--- src/rtl/ternary_weight_loader.sv ---
// Ternary weight loader: packs four 2-bit weights per word and writes them to the SRAM weight buffer.
// Optional macro WLOAD_TERNARY_CHECK_EN zeroes illegal 2'b10 weights and raises a sticky err.
module ternary_weight_loader #(
    parameter int ADDR_W = 7,
    parameter int CNT_W  = 8
) (
    input  logic              clk,
    input  logic              reset,
    input  logic              start,
    input  logic [ADDR_W-1:0] base_addr,
    input  logic [CNT_W-1:0]  num_weights,
    input  logic              w_valid,
    input  logic [1:0]        w_data,
    output logic              w_ready,
    output logic              busy,
    output logic              done,
    output logic              sram_enable,
    output logic              sram_wr_en,
    output logic [ADDR_W-1:0] sram_addr,
    output logic [7:0]        sram_in_data
`ifdef WLOAD_TERNARY_CHECK_EN
    ,
    output logic              err
`endif
);

    // Counter must hold both any num_weights value and the full buffer size.
    localparam int RW = (CNT_W > ADDR_W) ? CNT_W : ADDR_W + 1;
    localparam logic [RW-1:0] MAXW = RW'(1) << ADDR_W;

    typedef enum logic [1:0] {
        IDLE,
        COLLECT,
        WRITE,
        FIN
    } state_t;

    state_t        state;
    logic [RW-1:0] remaining;
    logic [1:0]    slot;
    logic [RW-1:0] num_ext;
    logic [RW-1:0] num_clamp;
    logic [1:0]    wd;
    logic          accept;
    logic          last;
`ifdef WLOAD_TERNARY_CHECK_EN
    logic          illegal;
`endif

    // Clamp the requested count to the buffer capacity.
    always_comb begin
        num_ext   = RW'(num_weights);
        num_clamp = (num_ext > MAXW) ? MAXW : num_ext;
    end

    // Weight actually packed, with illegal codes optionally squashed to zero.
    always_comb begin
        wd = w_data;
`ifdef WLOAD_TERNARY_CHECK_EN
        illegal = 1'b0;
        if (w_data == 2'b10) begin
            wd      = 2'b00;
            illegal = 1'b1;
        end
`endif
    end

    assign accept = w_valid & w_ready;
    assign last   = (slot == 2'd3) || (remaining == RW'(1));

    // Load sequencer with registered handshake and SRAM outputs.
    always_ff @(posedge clk) begin
        if (reset) begin
            state        <= IDLE;
            remaining    <= '0;
            slot         <= '0;
            w_ready      <= 1'b0;
            busy         <= 1'b0;
            done         <= 1'b0;
            sram_enable  <= 1'b1;
            sram_wr_en   <= 1'b1;
            sram_addr    <= '0;
            sram_in_data <= '0;
`ifdef WLOAD_TERNARY_CHECK_EN
            err          <= 1'b0;
`endif
        end else begin
            done <= 1'b0;
            case (state)
                IDLE: begin
                    if (start) begin
                        sram_addr    <= base_addr & ~ADDR_W'(3);
                        remaining    <= num_clamp;
                        slot         <= '0;
                        sram_in_data <= '0;
                        busy         <= 1'b1;
                        sram_enable  <= 1'b0;
`ifdef WLOAD_TERNARY_CHECK_EN
                        err          <= 1'b0;
`endif
                        if (num_clamp == '0) begin
                            state <= FIN;
                        end else begin
                            state   <= COLLECT;
                            w_ready <= 1'b1;
                        end
                    end
                end
                COLLECT: begin
                    if (accept) begin
                        sram_in_data[{slot, 1'b0} +: 2] <= wd;
                        remaining <= remaining - RW'(1);
                        slot      <= slot + 2'd1;
`ifdef WLOAD_TERNARY_CHECK_EN
                        if (illegal) err <= 1'b1;
`endif
                        if (last) begin
                            state      <= WRITE;
                            w_ready    <= 1'b0;
                            sram_wr_en <= 1'b0;
                        end
                    end
                end
                WRITE: begin
                    sram_wr_en   <= 1'b1;
                    sram_addr    <= sram_addr + ADDR_W'(4);
                    slot         <= '0;
                    sram_in_data <= '0;
                    if (remaining != '0) begin
                        state   <= COLLECT;
                        w_ready <= 1'b1;
                    end else begin
                        state <= FIN;
                    end
                end
                FIN: begin
                    done        <= 1'b1;
                    busy        <= 1'b0;
                    sram_enable <= 1'b1;
                    state       <= IDLE;
                end
                default: state <= IDLE;
            endcase
        end
    end

endmodule

--- config.mk ---
export PLATFORM = sky130hd
export DESIGN_NAME = ternary_weight_loader
export DESIGN_NICKNAME = d
export VERILOG_FILES = /design/src/rtl/ternary_weight_loader.sv
export SDC_FILE = /design/constraint.sdc
export NUM_CORES = 1
export LEC_CHECK = 0
export CORE_MARGIN = 5
export CORE_UTILIZATION = 30
export CTS_CLUSTER_DIAMETER = 80
export DETAILED_ROUTE_END_ITERATION = 12
export PLACE_DENSITY = 0.6
export RECOVER_POWER = 50
export SLEW_MARGIN = 20
export SYNTH_ARGS = -nofsm -noshare
export SYNTH_HDL_FRONTEND = slang
export SYNTH_SLANG_ARGS = --single-unit
--- constraint.sdc ---
create_clock -name clk -period 1.5 [get_ports clk]
set_input_delay 0.3 -clock clk [delete_from_list [all_inputs] [get_ports clk]]
set_output_delay 0.3 -clock clk [all_outputs]
set_load 0.03 [all_outputs]
==> results.sh, run 1 <==
export IMPL_synth_compound_area_frac=0.2436
export IMPL_rsz0062_at_grt="false"
export IMPL_fin_crit_ps=1453
export IMPL_regArea_sq_um=601.8
export IMPL_cp_buffers_inverters=1
export IMPL_min_period_over_period=0.9688
export IMPL_place_port_buffers=36
export IMPL_crit_family="flip-flops"
export IMPL_yosys_area_share_simple=0.2627
export IMPL_antenna_found_initial=0
export IMPL_hp_class="reg2reg"
export IMPL_routedWlPerCell_um=12.61
export IMPL_synth_fa_ha_area_frac=0.05650
export IMPL_maxSlewViolCount=0
export IMPL_worst_skew_pair_late_latency_ps=280
export IMPL_worstPathArrival_ps=1150
export IMPL_drc=0
export IMPL_grt_pass1_vias=1664
export IMPL_synth_edf_count=0
export IMPL_fin_skew_ps=5.203
export IMPL_p_leak_uw=0.001110
export IMPL_fp_dieW_um=86.85
export IMPL_layout_common_cells="buf_4, dfxtp_1, a21oi_1"
export IMPL_dr_first_iter_drc_count=79
export IMPL_synth_xor_area_share=0
export IMPL_hold_buffers=0
export IMPL_gr_usage_met1=0.1605
export IMPL_met3_usage=0.03690
export IMPL_grt_max_degree=18
export IMPL_die_height_um=86.85
export IMPL_internal_power_uw=1601
export IMPL_drive_gt1_frac=0.2143
export IMPL_rows=28
export IMPL_ant_nets=0
export IMPL_grt_overflow_total=0
export IMPL_yosys_most_used_dff="dfxtp_1"
export IMPL_async_flop_share=0
export IMPL_grt_util_all_layers=0.1242
export IMPL_syn_to_final_growth_pct=41.74
export IMPL_post_route_worst_setup_slack_ps=46.84
export IMPL_dr_total_vias=1711
export IMPL_dp_cells=347
export IMPL_ys_warn_count=0
export IMPL_fillCellCount=621
export IMPL_cp_slowest_cell="dfxtp_1"
export IMPL_fp_coreArea_sq_um=5816
export IMPL_worstSetupPathType="reg2out"
export IMPL_status="finished clean"
export IMPL_routed_wl_um=4475
export IMPL_clockPowerShare=0.285
export IMPL_power_density_nw_per_um2=943.2
export IMPL_top_usage_layer="met2"
export IMPL_cts_clk_slew_worst_paths_ps=70
export IMPL_pwr_share_comb=0.328
export IMPL_final_common_cell="buf_4"
export IMPL_p_total_uw=2369
export IMPL_muxShareOfSynthArea=0.02331
export IMPL_finalNetCount=308
export IMPL_finalHoldViolCount=0
export IMPL_avgSynthCellArea_sq_um=8.477
export IMPL_n_antenna_cell=0
export IMPL_p_sw_frac=0.3239
export IMPL_clockRootBuffer="clkbuf_8"
export IMPL_end_kind="output pin"
export IMPL_layout_cells_non_filler=355
export IMPL_path_cells="dlygate4sd2_1"
export IMPL_grt_pass1_wl_um=7521
export IMPL_setup_tns_ps=0
export IMPL_p_seq_frac=0.388
export IMPL_use_met2=0.2050
export IMPL_fmax_ghz=0.6882
export IMPL_place_congestion=0.8028
export IMPL_multiInputGateArea_sq_um=1047
export IMPL_dieArea_sq_um=7543
export IMPL_clock_sinks=30
export IMPL_synth_ff_latch_count=30
export IMPL_start_util=0.3046
export IMPL_drt_pass1_iterations=4
export IMPL_setup_viol=0
export IMPL_worst_setup_path_start_kind="flop"
export IMPL_cts_tree="yes"
export IMPL_avgViaCountPerCell=4.820
export IMPL_fin_util=0.4318
export IMPL_p_sw_uw=767.2
export IMPL_syn_area_sq_um=1772
export IMPL_ys_seq_area_frac=0.3390
export IMPL_max_vdd_ir_drop_mv=0.3891
export IMPL_ys_types=52
export IMPL_num_io_pins=41
export IMPL_crit_required_ps=1200
export IMPL_numCtsBuffers=5
export IMPL_cp_max_fo=6
export IMPL_cts_max_path_buffers=2
export IMPL_netlist_instances=209
export IMPL_htreeDepth=2
export IMPL_maxCapViolCount=0
export IMPL_slowest_delay_ps=440
export IMPL_synth_top_family_by_area="simple AND/OR/NAND/NOR gates"
export IMPL_dp_slack_ps=-276.0
export IMPL_hpwl_um=3552
## stage by stage
step | hold WS (ps) | cell area, sq um
after floorplan | 425.5 | 1775
after global placement | 461.5 | 2440
after detailed placement | 466.1 | 2440
after CTS | 474.3 | 2509
after global routing | 491.2 | 2511
final | 463.7 | 2511
## flip-flops by register name, summed over array words and instances, names as in the netlist
name / flops
sram_enable: 1
state: 2
slot: 2
sram_addr: 5
w_ready: 1
done: 1
sram_wr_en: 1
sram_in_data: 8
remaining: 8
busy: 1
## what timing repair did
item / in CTS / in global routing
cloned: 0 / 0
resized for setup: 18 / 7
setup endpoints to repair: 18 / 20
pin swaps: 0 / 2
buffers inserted: 0 / 0
## synth_stat cells (2+ instances only)
| cell type | number | share of area |
|---|---|---|
| a211oi_1 | 5 | 0.021 |
| a21oi_1 | 20 | 0.056 |
| a21oi_2 | 2 | 0.0099 |
| a22o_1 | 2 | 0.0099 |
| a31oi_1 | 4 | 0.014 |
| and3_1 | 10 | 0.035 |
| and4_1 | 3 | 0.015 |
| buf_2 | 4 | 0.011 |
| buf_4 | 3 | 0.013 |
| buf_6 | 3 | 0.019 |
| dfxtp_1 | 30 | 0.34 |
| ha_1 | 8 | 0.056 |
| inv_1 | 13 | 0.028 |
| mux2i_1 | 3 | 0.017 |
| nand2_1 | 7 | 0.015 |
| nand2b_1 | 8 | 0.028 |
| nand3_1 | 7 | 0.020 |
| nand3b_1 | 2 | 0.0085 |
| nand4_1 | 3 | 0.011 |
| nor2_1 | 15 | 0.032 |
| nor3_1 | 3 | 0.0085 |
| nor4_1 | 4 | 0.014 |
| o211ai_1 | 2 | 0.0085 |
| o21a_1 | 4 | 0.017 |
| o21ai_0 | 13 | 0.037 |
| o21ai_1 | 3 | 0.0085 |
| o22a_2 | 2 | 0.011 |
| o22ai_1 | 2 | 0.0071 |
## layer usage
| layer | part of all wire | wire (um) |
|---|---|---|
| met1 | 0.47 | 2123 |
| met4 | 0.0018 | 8 |
| met5 | 0 | 0 |
| met2 | 0.48 | 2126 |
| met3 | 0.048 | 217 |
## power groups by stage
stage / registers [uW] / clock network [uW] / logic (uW)
floorplan: 990 / 0 / 410
finish: 918 / 675 / 776
detailed placement: 936 / 0 / 806
global route: 927 / 737 / 853
CTS: 917 / 695 / 787
global placement: 935 / 0 / 800
## cell type report
class                      instances  area share
inverter                          13     0.01943
tap                               75     0.03737
multi-input combinational        156      0.4170
timing repair buffer              73      0.2501
sequential                        30      0.2397
clock inverter                     1    0.001993
clock buffer                       7     0.03438
## final timing paths
kind                   start               to  slack, ps  cells past startpoint
min reg2reg  sram_in_data[3]  sram_in_data[3]        460                      2
min          sram_in_data[3]  sram_in_data[3]        460                      2
max                  w_ready          w_ready         50                      1
max reg2reg         state[1]          w_ready         80                      6
## logic make-up (layout without fill, tap and decap cells)
group                    Yosys count  after routing
AND/OR/NAND/NOR                   75             75
AO/OA/AOI/OAI                     67             67
flip-flops                        30             30
buffers and inverters             24             94
adder cells (fa/ha/maj)            8              8
multiplexers                       4              4
other                              1              2
(Power assumes the default switching activity.)
==> inputs of run 2 (changes only) <==
--- a/config.mk
+++ b/config.mk
@@ -11,6 +11,7 @@
 export DETAILED_ROUTE_END_ITERATION = 12
 export PLACE_DENSITY = 0.6
 export RECOVER_POWER = 50
+export SKIP_CTS_REPAIR_TIMING = 1
 export SLEW_MARGIN = 20
 export SYNTH_ARGS = -nofsm -noshare
 export SYNTH_HDL_FRONTEND = slang
==> run 2 against run 1 <==
Against the previous run:
- clock-buffer cell count unchanged
- fmax grew 2.1%
- flip-flop and latch count unchanged
- first-iteration DRC count down 1.3%
- worst setup slack better by 31 ps
- core utilization is 1.3 points lower
- final cell count is the same
- critical endpoint is now w_ready
- largest cell class unchanged
==> results.sh, run 2 (same netlist as run 1, synthesis figures left out) <==
export IMPL_cts_tree="yes"
export IMPL_fin_skew_ps=4.856
export IMPL_rsz0062_at_grt="false"
export IMPL_cp_max_fo=5
export IMPL_finalNetCount=308
export IMPL_drc=0
export IMPL_dr_total_vias=1703
export IMPL_holdWs_ps=471.2
export IMPL_placement_cell_area_sq_um=2440
export IMPL_clock_sinks=30
export IMPL_clockRootBuffer="clkbuf_8"
export IMPL_drive_gt1_frac=0.2143
export IMPL_worstPathArrival_ps=1630
export IMPL_power_density_nw_per_um2=969.0
export IMPL_grt_pass1_vias=1664
export IMPL_antenna_found_initial=0
export IMPL_grt_pass1_wl_um=7514
export IMPL_dr_first_iter_drc_count=78
export IMPL_ant_nets=0
export IMPL_start_util=0.3046
export IMPL_worst_skew_pair_late_latency_ps=270
export IMPL_postLayoutCellArea_sq_um=2435
export IMPL_worst_setup_path_start_kind="flop"
export IMPL_fmax_ghz=0.7029
export IMPL_place_congestion=0.8028
export IMPL_syn_to_final_growth_pct=37.43
export IMPL_setup_viol=0
export IMPL_p_seq_frac=0.389
export IMPL_htreeDepth=2
export IMPL_numCtsBuffers=5
export IMPL_end_kind="flop"
export IMPL_grt_overflow_total=0
export IMPL_min_period_over_period=0.9484
export IMPL_status="finished clean"
export IMPL_routedWlPerCell_um=12.77
export IMPL_fin_util=0.4187
export IMPL_min_to="sram_in_data[0]"
export IMPL_place_port_buffers=36
export IMPL_rows=28
export IMPL_whs_path_depth=2
export IMPL_cts_clk_slew_worst_paths_ps=70
export IMPL_dieArea_sq_um=7543
export IMPL_finalHoldViolCount=0
export IMPL_grt_max_degree=18
export IMPL_reg_top3="remaining (8), sram_in_data (8), sram_addr (5)"
export IMPL_worstSetupPathType="reg2reg"
export IMPL_crit_required_ps=1710
export IMPL_max_vdd_ir_drop_mv=0.3877
export IMPL_maxSlewViolCount=0
export IMPL_fin_crit_ps=1423
export IMPL_fp_coreArea_sq_um=5816
export IMPL_rrSetupSlack_ps=80
export IMPL_avgViaCountPerCell=4.797
export IMPL_grt_util_all_layers=0.1240
export IMPL_drt_pass1_iterations=4
export IMPL_wl_met1_um=2162
export IMPL_min_from="sram_in_data[0]"
export IMPL_num_io_pins=41
export IMPL_clockPowerShare=0.286
export IMPL_die_height_um=86.85
export IMPL_maxCapViolCount=0
export IMPL_top_layer_used="met4"
export IMPL_final_common_cell="buf_4"
export IMPL_p_leak_uw=0.001020
export IMPL_cts_max_path_buffers=2
export IMPL_timing_rr_start="state[1]"
export IMPL_hpwl_um=3552
export IMPL_p_sw_uw=767.7
export IMPL_hp_class="reg2reg"
export IMPL_internal_power_uw=1592
export IMPL_n_antenna_cell=0
export IMPL_fp_dieW_um=86.85
export IMPL_routed_wl_um=4534
export IMPL_layout_common_cells="buf_4, dfxtp_1, a21oi_1"
export IMPL_timing_rr_end="w_ready"
export IMPL_p_sw_frac=0.3254
export IMPL_wl_met2_um=2135
export IMPL_wl_met3_um=227
export IMPL_reg2regPathDepth=6
export IMPL_pwr_share_comb=0.325
==> run 2: cell count changes in the layout (fill, tap and decap cells not counted), sizes merged <==
cell          delta
buf              +2
clkbuf          +15
dlygate4sd2     -18
dlymetal6s2s     +1
==> run 2: layout make-up <==
class	count	area, sq um
tap	75	93.84
multi-input combinational	156	1047
clock inverter	1	5.005
clock buffer	7	86.33
timing repair buffer	73	551.8
sequential	30	601.8
inverter	13	48.80
fill	627	3381
==> run 2: metrics by stage <==
stage	std cells	setup WS (ps)	setup TNS (ps)	power, uW
3_3_place_gp	347	-247.3	-4894	1735
2_1_floorplan	210	4.986	0	1400
3_5_place_dp	347	-276.0	-5186	1741
4_1_cts	355	-245.7	-1932	2422
5_1_grt	355	2.498	0	2508
6_report	355	77.38	0	2359
==> run 2: worst max-delay path, stage by stage, from the launching register on <==
cell,delay (ps)
dfxtp_1,330
buf_4,140
buf_4,140
or3b_4,430
a21oi_2,110
nor3_1,60
nor3_2,140
==> run 2: worst max-delay path by stage <==
stage	start	to	slack (ps)	depth (start not counted)
after CTS	w_ready	w_ready	-250	1
final	state[1]	w_ready	80	6
after detailed placement	w_valid	sram_in_data[2]	-280	6
after global routing	slot[0]	sram_in_data[2]	2	6
after floorplan	w_ready	remaining[7]	5	4
after global placement	w_valid	sram_in_data[3]	-250	6
==> run 2: power by group through the flow <==
| stage | logic, uW | registers, uW | clock network, uW |
|---|---|---|---|
| 6_report | 766 | 919 | 674 |
| 5_1_grt | 844 | 928 | 737 |
| 4_1_cts | 809 | 918 | 695 |
| 3_5_place_dp | 806 | 936 | 0 |
| 3_3_place_gp | 800 | 935 | 0 |
| 2_1_floorplan | 410 | 990 | 0 |
==> run 2: per-layer routing <==
metal / vias to the layer above / GRT usage
met2: 27 / 0.2050
met1: 779 / 0.1594
met4: 0 / 0.02550
met3: 2 / 0.03784
li1: 895 / -
met5: - / 0
